--- config.mk ---
export PLATFORM = sky130hd
export DESIGN_NAME = prt_dptx_trn_ctl
export DESIGN_NICKNAME = d
export VERILOG_FILES = /design/src/rtl/prt_dptx_trn_ctl.sv
export SDC_FILE = /design/constraint.sdc
export NUM_CORES = 1
export LEC_CHECK = 0
export ABC_AREA = 1
export ABC_CLOCK_PERIOD_IN_PS = 2200
export BUFFER_PORTS_ARGS = -buffer_cell sky130_fd_sc_hd__buf_2
export CELL_PAD_IN_SITES_DETAIL_PLACEMENT = 0
export CELL_PAD_IN_SITES_GLOBAL_PLACEMENT = 2
export CORE_MARGIN = 2
export CORE_UTILIZATION = 29
export CTS_CLUSTER_DIAMETER = 30
export DETAILED_ROUTE_END_ITERATION = 10
export GPL_ROUTABILITY_DRIVEN = 0
export PLACE_DENSITY = 0.77
export SETUP_SLACK_MARGIN = 0.05
export SLEW_MARGIN = 0
export SYNTH_ARGS = -nofsm -noshare
export SYNTH_HDL_FRONTEND = slang
export SYNTH_SLANG_ARGS = --single-unit
export TNS_END_PERCENT = 5
--- constraint.sdc ---
create_clock -name CLK_IN -period 2.2 [get_ports CLK_IN]
set_clock_uncertainty 0.1 [all_clocks]
set_input_delay 0.44 -clock CLK_IN [delete_from_list [all_inputs] [get_ports CLK_IN]]
set_output_delay 0.44 -clock CLK_IN [all_outputs]
set_load 0.02 [all_outputs]
--- src/rtl/prt_dptx_trn_ctl.sv ---
// DP TX training pattern sequencer: loads a TPS1/TPS2 message into the training
// pattern RAM, waits a settle interval, then switches the lane mux to training.
module prt_dptx_trn_ctl #(
  parameter int unsigned P_SPL     = 2,
  parameter int unsigned P_MSG_IDX = 5,
  parameter int unsigned P_MSG_DAT = 16,
  parameter int unsigned P_MSG_ID  = 0,
  parameter int unsigned P_SETTLE  = 4
) (
  input  logic                 CLK_IN,
  input  logic                 RST_IN,
  input  logic [1:0]           CTL_TPS_IN,
  input  logic                 CTL_STR_IN,
  output logic                 STA_BUSY_OUT,
  output logic                 STA_ACT_OUT,
  output logic                 STA_ERR_OUT,
  input  logic                 MSG_RDY_IN,
  output logic                 MSG_VLD_OUT,
  output logic                 MSG_FIRST_OUT,
  output logic                 MSG_LAST_OUT,
  output logic [P_MSG_IDX-1:0] MSG_IDX_OUT,
  output logic [P_MSG_DAT-1:0] MSG_DAT_OUT,
  output logic                 TRN_SEL_OUT
);

  // Data word count is lcm(pattern length, P_SPL); P_SPL is 2 or 4.
  localparam int unsigned N_TPS1 = P_SPL;
  localparam int unsigned N_TPS2 = (P_SPL == 4) ? 20 : 10;

  typedef enum logic [2:0] {
    ST_IDLE,
    ST_HDR,
    ST_DAT,
    ST_SETTLE,
    ST_ACTIVE
  } state_t;

  state_t               state_q, state_d;
  logic                 tps2_q, tps2_d;
  logic [P_MSG_IDX-1:0] idx_q, idx_d;
  logic [3:0]           sym_q, sym_d;
  logic [7:0]           cnt_q, cnt_d;
  logic                 busy_q, busy_d;
  logic                 act_q, act_d;
  logic                 sel_q, sel_d;
  logic                 err_q, err_d;
  logic                 last_word;
  logic                 sym_wrap;

  function automatic logic [10:0] tps2_sym(input logic [3:0] s);
    case (s)
      4'd0:    tps2_sym = 11'h6BC;
      4'd1:    tps2_sym = 11'h0CB;
      4'd2:    tps2_sym = 11'h7BC;
      4'd3:    tps2_sym = 11'h0CB;
      default: tps2_sym = 11'h04A;
    endcase
  endfunction

  assign last_word = tps2_q ? (idx_q == P_MSG_IDX'(N_TPS2)) : (idx_q == P_MSG_IDX'(N_TPS1));
  assign sym_wrap  = tps2_q ? (sym_q == 4'd9) : 1'b1;

  always_ff @(posedge CLK_IN) begin
    if (!RST_IN) begin
      state_q <= ST_IDLE;
      tps2_q  <= 1'b0;
      idx_q   <= '0;
      sym_q   <= '0;
      cnt_q   <= '0;
      busy_q  <= 1'b0;
      act_q   <= 1'b0;
      sel_q   <= 1'b0;
      err_q   <= 1'b0;
    end else begin
      state_q <= state_d;
      tps2_q  <= tps2_d;
      idx_q   <= idx_d;
      sym_q   <= sym_d;
      cnt_q   <= cnt_d;
      busy_q  <= busy_d;
      act_q   <= act_d;
      sel_q   <= sel_d;
      err_q   <= err_d;
    end
  end

  always_comb begin
    state_d = state_q;
    tps2_d  = tps2_q;
    idx_d   = idx_q;
    sym_d   = sym_q;
    cnt_d   = cnt_q;
    busy_d  = busy_q;
    act_d   = act_q;
    sel_d   = sel_q;
    err_d   = 1'b0;
    case (state_q)
      ST_IDLE, ST_ACTIVE: begin
        if (CTL_STR_IN) begin
          case (CTL_TPS_IN)
            2'd0: begin
              state_d = ST_IDLE;
              sel_d   = 1'b0;
              act_d   = 1'b0;
            end
            2'd1, 2'd2: begin
              // TRN_SEL is left alone so a reload from ACTIVE keeps training selected
              state_d = ST_HDR;
              tps2_d  = CTL_TPS_IN[1];
              idx_d   = '0;
              sym_d   = '0;
              busy_d  = 1'b1;
              act_d   = 1'b0;
            end
            default: err_d = 1'b1;
          endcase
        end
      end
      ST_HDR: begin
        err_d = CTL_STR_IN;
        if (MSG_RDY_IN) begin
          state_d = ST_DAT;
          idx_d   = P_MSG_IDX'(1);
          sym_d   = '0;
        end
      end
      ST_DAT: begin
        err_d = CTL_STR_IN;
        if (MSG_RDY_IN) begin
          if (last_word) begin
            state_d = ST_SETTLE;
            cnt_d   = '0;
          end else begin
            idx_d = idx_q + P_MSG_IDX'(1);
            sym_d = sym_wrap ? 4'd0 : sym_q + 4'd1;
          end
        end
      end
      ST_SETTLE: begin
        err_d = CTL_STR_IN;
        if (cnt_q == 8'(P_SETTLE - 1)) begin
          state_d = ST_ACTIVE;
          sel_d   = 1'b1;
          act_d   = 1'b1;
          busy_d  = 1'b0;
        end else begin
          cnt_d = cnt_q + 8'd1;
        end
      end
      default: state_d = ST_IDLE;
    endcase
  end

  always_comb begin
    MSG_VLD_OUT   = 1'b0;
    MSG_FIRST_OUT = 1'b0;
    MSG_LAST_OUT  = 1'b0;
    MSG_IDX_OUT   = '0;
    MSG_DAT_OUT   = '0;
    case (state_q)
      ST_HDR: begin
        MSG_VLD_OUT   = 1'b1;
        MSG_FIRST_OUT = 1'b1;
        MSG_DAT_OUT   = P_MSG_DAT'(P_MSG_ID);
      end
      ST_DAT: begin
        MSG_VLD_OUT       = 1'b1;
        MSG_LAST_OUT      = last_word;
        MSG_IDX_OUT       = idx_q;
        MSG_DAT_OUT[10:0] = tps2_q ? tps2_sym(sym_q) : 11'h04A;
      end
      default: ;
    endcase
  end

  assign STA_BUSY_OUT = busy_q;
  assign STA_ACT_OUT  = act_q;
  assign STA_ERR_OUT  = err_q;
  assign TRN_SEL_OUT  = sel_q;

endmodule

# --- Word level (Yosys, flattened, before mapping) ---
# Index checks and enable logic that the tools add are counted.
word_totals:
  register_bits: 25
  input_bits: 6
  output_inout_bits: 28
op_classes:
  addsub: 3
  n_eq_ne: 24
  n_mux: 47
  n_reduce_logical: 19
op_table:
  columns: ["op", "n"]
  rows:
  - ["$pmux W11 S3", 1]
  - ["$mux W5", 6]
  - ["$mux W4", 6]
  - ["$mux W8", 3]
  - ["$mux W11", 2]
  - ["$ne A2 B2 Y1 const B", 8]
  - ["$pmux W8 S2", 1]
  - ["$reduce_and A4 Y1", 4]
  - ["$mux W1", 15]
  - ["$mux W3", 5]
  - ["$pmux W5 S3", 1]
  - ["$pmux W3 S4", 1]
  - ["$pmux W4 S3", 1]
  - ["$reduce_and A6 Y1", 2]
  - ["$add A8 B1 Y8 const B", 1]
  - ["$eq A4 B2 Y1 const B", 2]
  - ["$eq A8 B2 Y1 const B", 1]
  - ["$pmux W1 S2", 4]
  - ["$reduce_or A2 Y1", 4]
  - ["$eq A3 B2 Y1 const B", 2]
  - ["$pmux W3 S2", 1]
  - ["$reduce_or A3 Y1", 2]
  - ["$add A5 B1 Y5 const B", 1]
  - ["$eq A5 B2 Y1 const B", 1]
  - ["16 further kinds", 18]

# --- Longest topological paths before layout ---
logic_depth:
  depth_word: 6
  depth_mapped: 11

# --- Least setup slack after synthesis ---
# Ideal clock, no wire load.
synth_timing:
  path_type: "reg2out"
  from: "register state_q[0]"
  to: "output MSG_DAT_OUT[10]"
  arrival_ps: 1725
  required_time_ps: 1660
  slack_ps: -65
  path_stages_with_launch: 6
  path_buffers: 1
  cell_sequence: "dfxtp_1 inv_2 nand3_4 nor3_1 o21a_1 buf_4"
synth_between:
  elab_chain_cells: 2
synth_rtl:
  columns: ["item", "line_no", "text"]
  rows:
  - ["start: declaration", "38", "state_t state_q, state_d;"]
  - ["start signal: assignment", "75", "state_q <= state_d;"]
  - ["$eq A3 B2 Y1", "160", "case (state_q)"]
  - ["$mux W11", "160", null]
  - ["end: declaration", "22", "output logic [P_MSG_DAT-1:0] MSG_DAT_OUT,"]
# Every way passes these cells.

# --- Worst setup path after layout ---
layout_timing:
  from: "register state_q[1]"
  to: "output MSG_DAT_OUT[10]"
# The elaborated chain is that of the path after synthesis.

==> results by group <==
Run status
  • Status: completed

Clock tree
  • Worst-Skew Late Latency: around 0.27 ns
  • Clock slew at reported path FFs: 0.10 ns
  • TritonCTS buffer count: 3
  • CTS tree: done
  • CTS Sinks: 25
  • Clk root buf: clkbuf_8
  • CTS Hold Bufs: 0
  • CTS HTree Levels: 1
  • CTS max path bufs: 2

Yosys
  • Post-Syn Area per Cell: 6.64 um2
  • Yosys warns: 0
  • EDFF count, synth: 0
  • Post-synthesis cell type count: 31
  • Dominant synthesized flop cell: dfxtp_1
  • Post-synthesis sequential area ratio: 0.285
  • Ys async rst share: 0
  • Synthesized instance count: 264
  • #FFs+latches synth: 25
  • Post-Syn Area: between 1500 and 2000 um2

STA
  • Fmax: around 500 MHz
  • Final min period: just over 2 ns
  • Final worst slack: around 0.15 ns
  • Pins Over Slew Limit: 0
  • Final hold viol count: 0
  • Period utilization: 0.931
  • # setup viols final: 0
  • Setup TNS: 0 ns
  • RSZ-0062 raised after global routing: true

Global routing
  • Vias in the first global route: around 1,500
  • Global route overflow: 0
  • First-pass GRT wire length: between 6 and 7 mm
  • Initial antenna violation count: 0
  • Largest net degree at the start of global routing: 16
  • Total track usage: 0.129

Die
  • Die Wd: slightly above 80 um
  • Die area: approximately 6700 um2
  • Row Count: 28
  • Core area: 5890 um2
  • Initial Utilization: 0.298
  • IO Count: 34
  • Die Height: between 80 and 90 um

Critical path
  • Crit path from: state_q[1]
  • Reg2reg start: idx_q[0]
  • Worst-path fanout max: 8
  • Setup crit start kind: flop
  • Arr. time, crit path: between 1.5 and 2 ns
  • Crit end category: output pin
  • Setup CP Type: reg2out
  • Worst EP required: about 1.7 ns

Routing
  • Vias/cell: about 4.4
  • Met2 wire len: roughly 1.8 mm
  • Iter 0 DRT Violations: 75
  • Total length of routed wires: between 4 and 5 mm
  • Vias: between 1,500 and 2,000
  • Drt drc: 0
  • Drt first pass iters: 4
  • Post-route ant nets: 0
  • DR WL met3: between 150 and 200 um
  • Routed len/inst: between 10 and 15 um
  • Highest Signal Layer: met4
  • Wl on met1: approximately 2.0 mm

Layout
  • ANT cells: 0
  • Share of layout cells above drive strength 1: 0.223
  • Fillers: 659
  • Nets@finish: between 300 and 400
  • Layout overhead on the synthesized area: 14.6%

Flow run
  • Number of max-cap violations: 0

Min path
  • HP Class: in2reg
  • Hold Crit Start: CTL_TPS_IN[1]

Placement
  • Port Buffer Count: 28
  • Final HPWL DP: between 3 and 4 mm
  • Setup Slack @ Placement: ~0.35 ns

Pwr
  • Power Density: roughly 870 nW/um2
  • Worst vdd rail ir drop: approximately 0.33 mV
  • Lkg Pwr: about 0.94 nW
cell type report:
type	count	area [um2]	area share
Tap cell	75	93.8	0.0467
Timing Repair Buffer	33	178	0.0884
Sequential cell	25	500	0.249
Multi-Input combinational cell	191	1040	0.519
Inverter	39	146	0.0729
Clock buffer	3	41.3	0.0205
Clock inverter	1	7.51	0.00374
logic make-up after synthesis:
kind of cell,Yosys count,share of synthesized area
adders and majority gates,9,0.0642
AOI/OAI and AO/OA,28,0.0899
xor gates and xnor gates,3,0.0150
buffers and inverters,52,0.133
DFF,25,0.285
and+or+nand+nor,146,0.410
other,1,0.00214
flip-flops by register name, summed over array words and instances, names as in the netlist:
name / count
sym_q: 4
TRN_SEL_OUT: 1
STA_ACT_OUT: 1
STA_ERR_OUT: 1
cnt_q: 8
idx_q: 5
state_q: 3
tps2_q: 1
STA_BUSY_OUT: 1
layout by cell type (no fill, tap or decap), types with 2 or more instances in the layout:
cell,netlist,final
or2_2,3,3
inv_2,5,5
nor2_2,3,3
ha_1,9,9
buf_4,10,5
nand3_1,32,32
conb_1,1,5
inv_1,34,34
nor3_1,5,4
dfxtp_1,25,25
clkbuf_8,0,3
nand2_2,5,6
xor2_1,2,2
o211ai_1,2,2
nor2_1,40,40
buf_2,1,28
nor2_8,2,2
nand2_1,47,46
o21ai_0,4,4
nand2_4,4,4
nor2_4,2,2
a21oi_1,18,18
power by group:
part / internal [mW] / total, mW / switching (mW)
clock: 0.129 / 0.288 / 0.160
sequential: 0.502 / 0.561 / 0.0592
combinational: 0.295 / 0.905 / 0.610
total: 0.925 / 1.75 / 0.829
synthesized netlist by cell type, types with 2 or more instances:
master     n  area [um2]
buf_4     10        75.1
nor2_8     2        40.0
nor2_4     2        22.5
nand2_2    5        31.3
o21ai_0    4        20.0
nor2_2     3        18.8
nor3_1     5        25.0
dfxtp_1   25         500
or2_2      3        18.8
nand2_4    4        45.0
ha_1       9         113
inv_2      5        18.8
nor2_1    40         150
nand2_1   47         176
o211ai_1   2        15.0
a21oi_1   18        90.1
inv_1     34         128
xor2_1     2        17.5
nand3_1   32         160
critical path, stage by stage, from the launching register on:
cell	delay, ns
dfxtp_1	0.47
nand3_4	0.18
nor3_2	0.20
o21a_1	0.21
buf_2	0.18
metal layers:
metal  track usage  vias to the layer above
met5             0                        -
met4        0.0400                        0
met2         0.216                       36
met1         0.170                      707
met3        0.0176                        4
li1              -                      877
metrics by stage:
| step | std cells | area [um2] | total power [mW] | util | hold slack, ns |
|---|---|---|---|---|---|
| CTS | 367 | 2010 | 1.78 | 0.341 | 0.333 |
| floorplan | 268 | 1770 | 1.29 | - | 0.370 |
| global placement | 362 | 1950 | 1.49 | 0.331 | 0.360 |
| finish | 367 | 2010 | 1.75 | 0.341 | 0.336 |
| detailed placement | 362 | 1950 | 1.48 | 0.331 | 0.352 |
| global route | 367 | 2010 | 1.90 | 0.341 | 0.350 |
timing repair:
item / in CTS / in global routing
setup endpoints to repair: 1 / 6
pin swaps: 1 / 0
buffers inserted: 1 / 0
resized for setup: 0 / 1
worst paths after layout:
kind / end / slack [ns] / cells after the start
worst max register to register: cnt_q[5] / 0.38 / 12
worst max-delay path: MSG_DAT_OUT[10] / 0.15 / 4
worst min register to register: STA_ACT_OUT / 0.37 / 2
worst min-delay path: tps2_q / 0.34 / 3
Power figures use the tool's default switching activity.
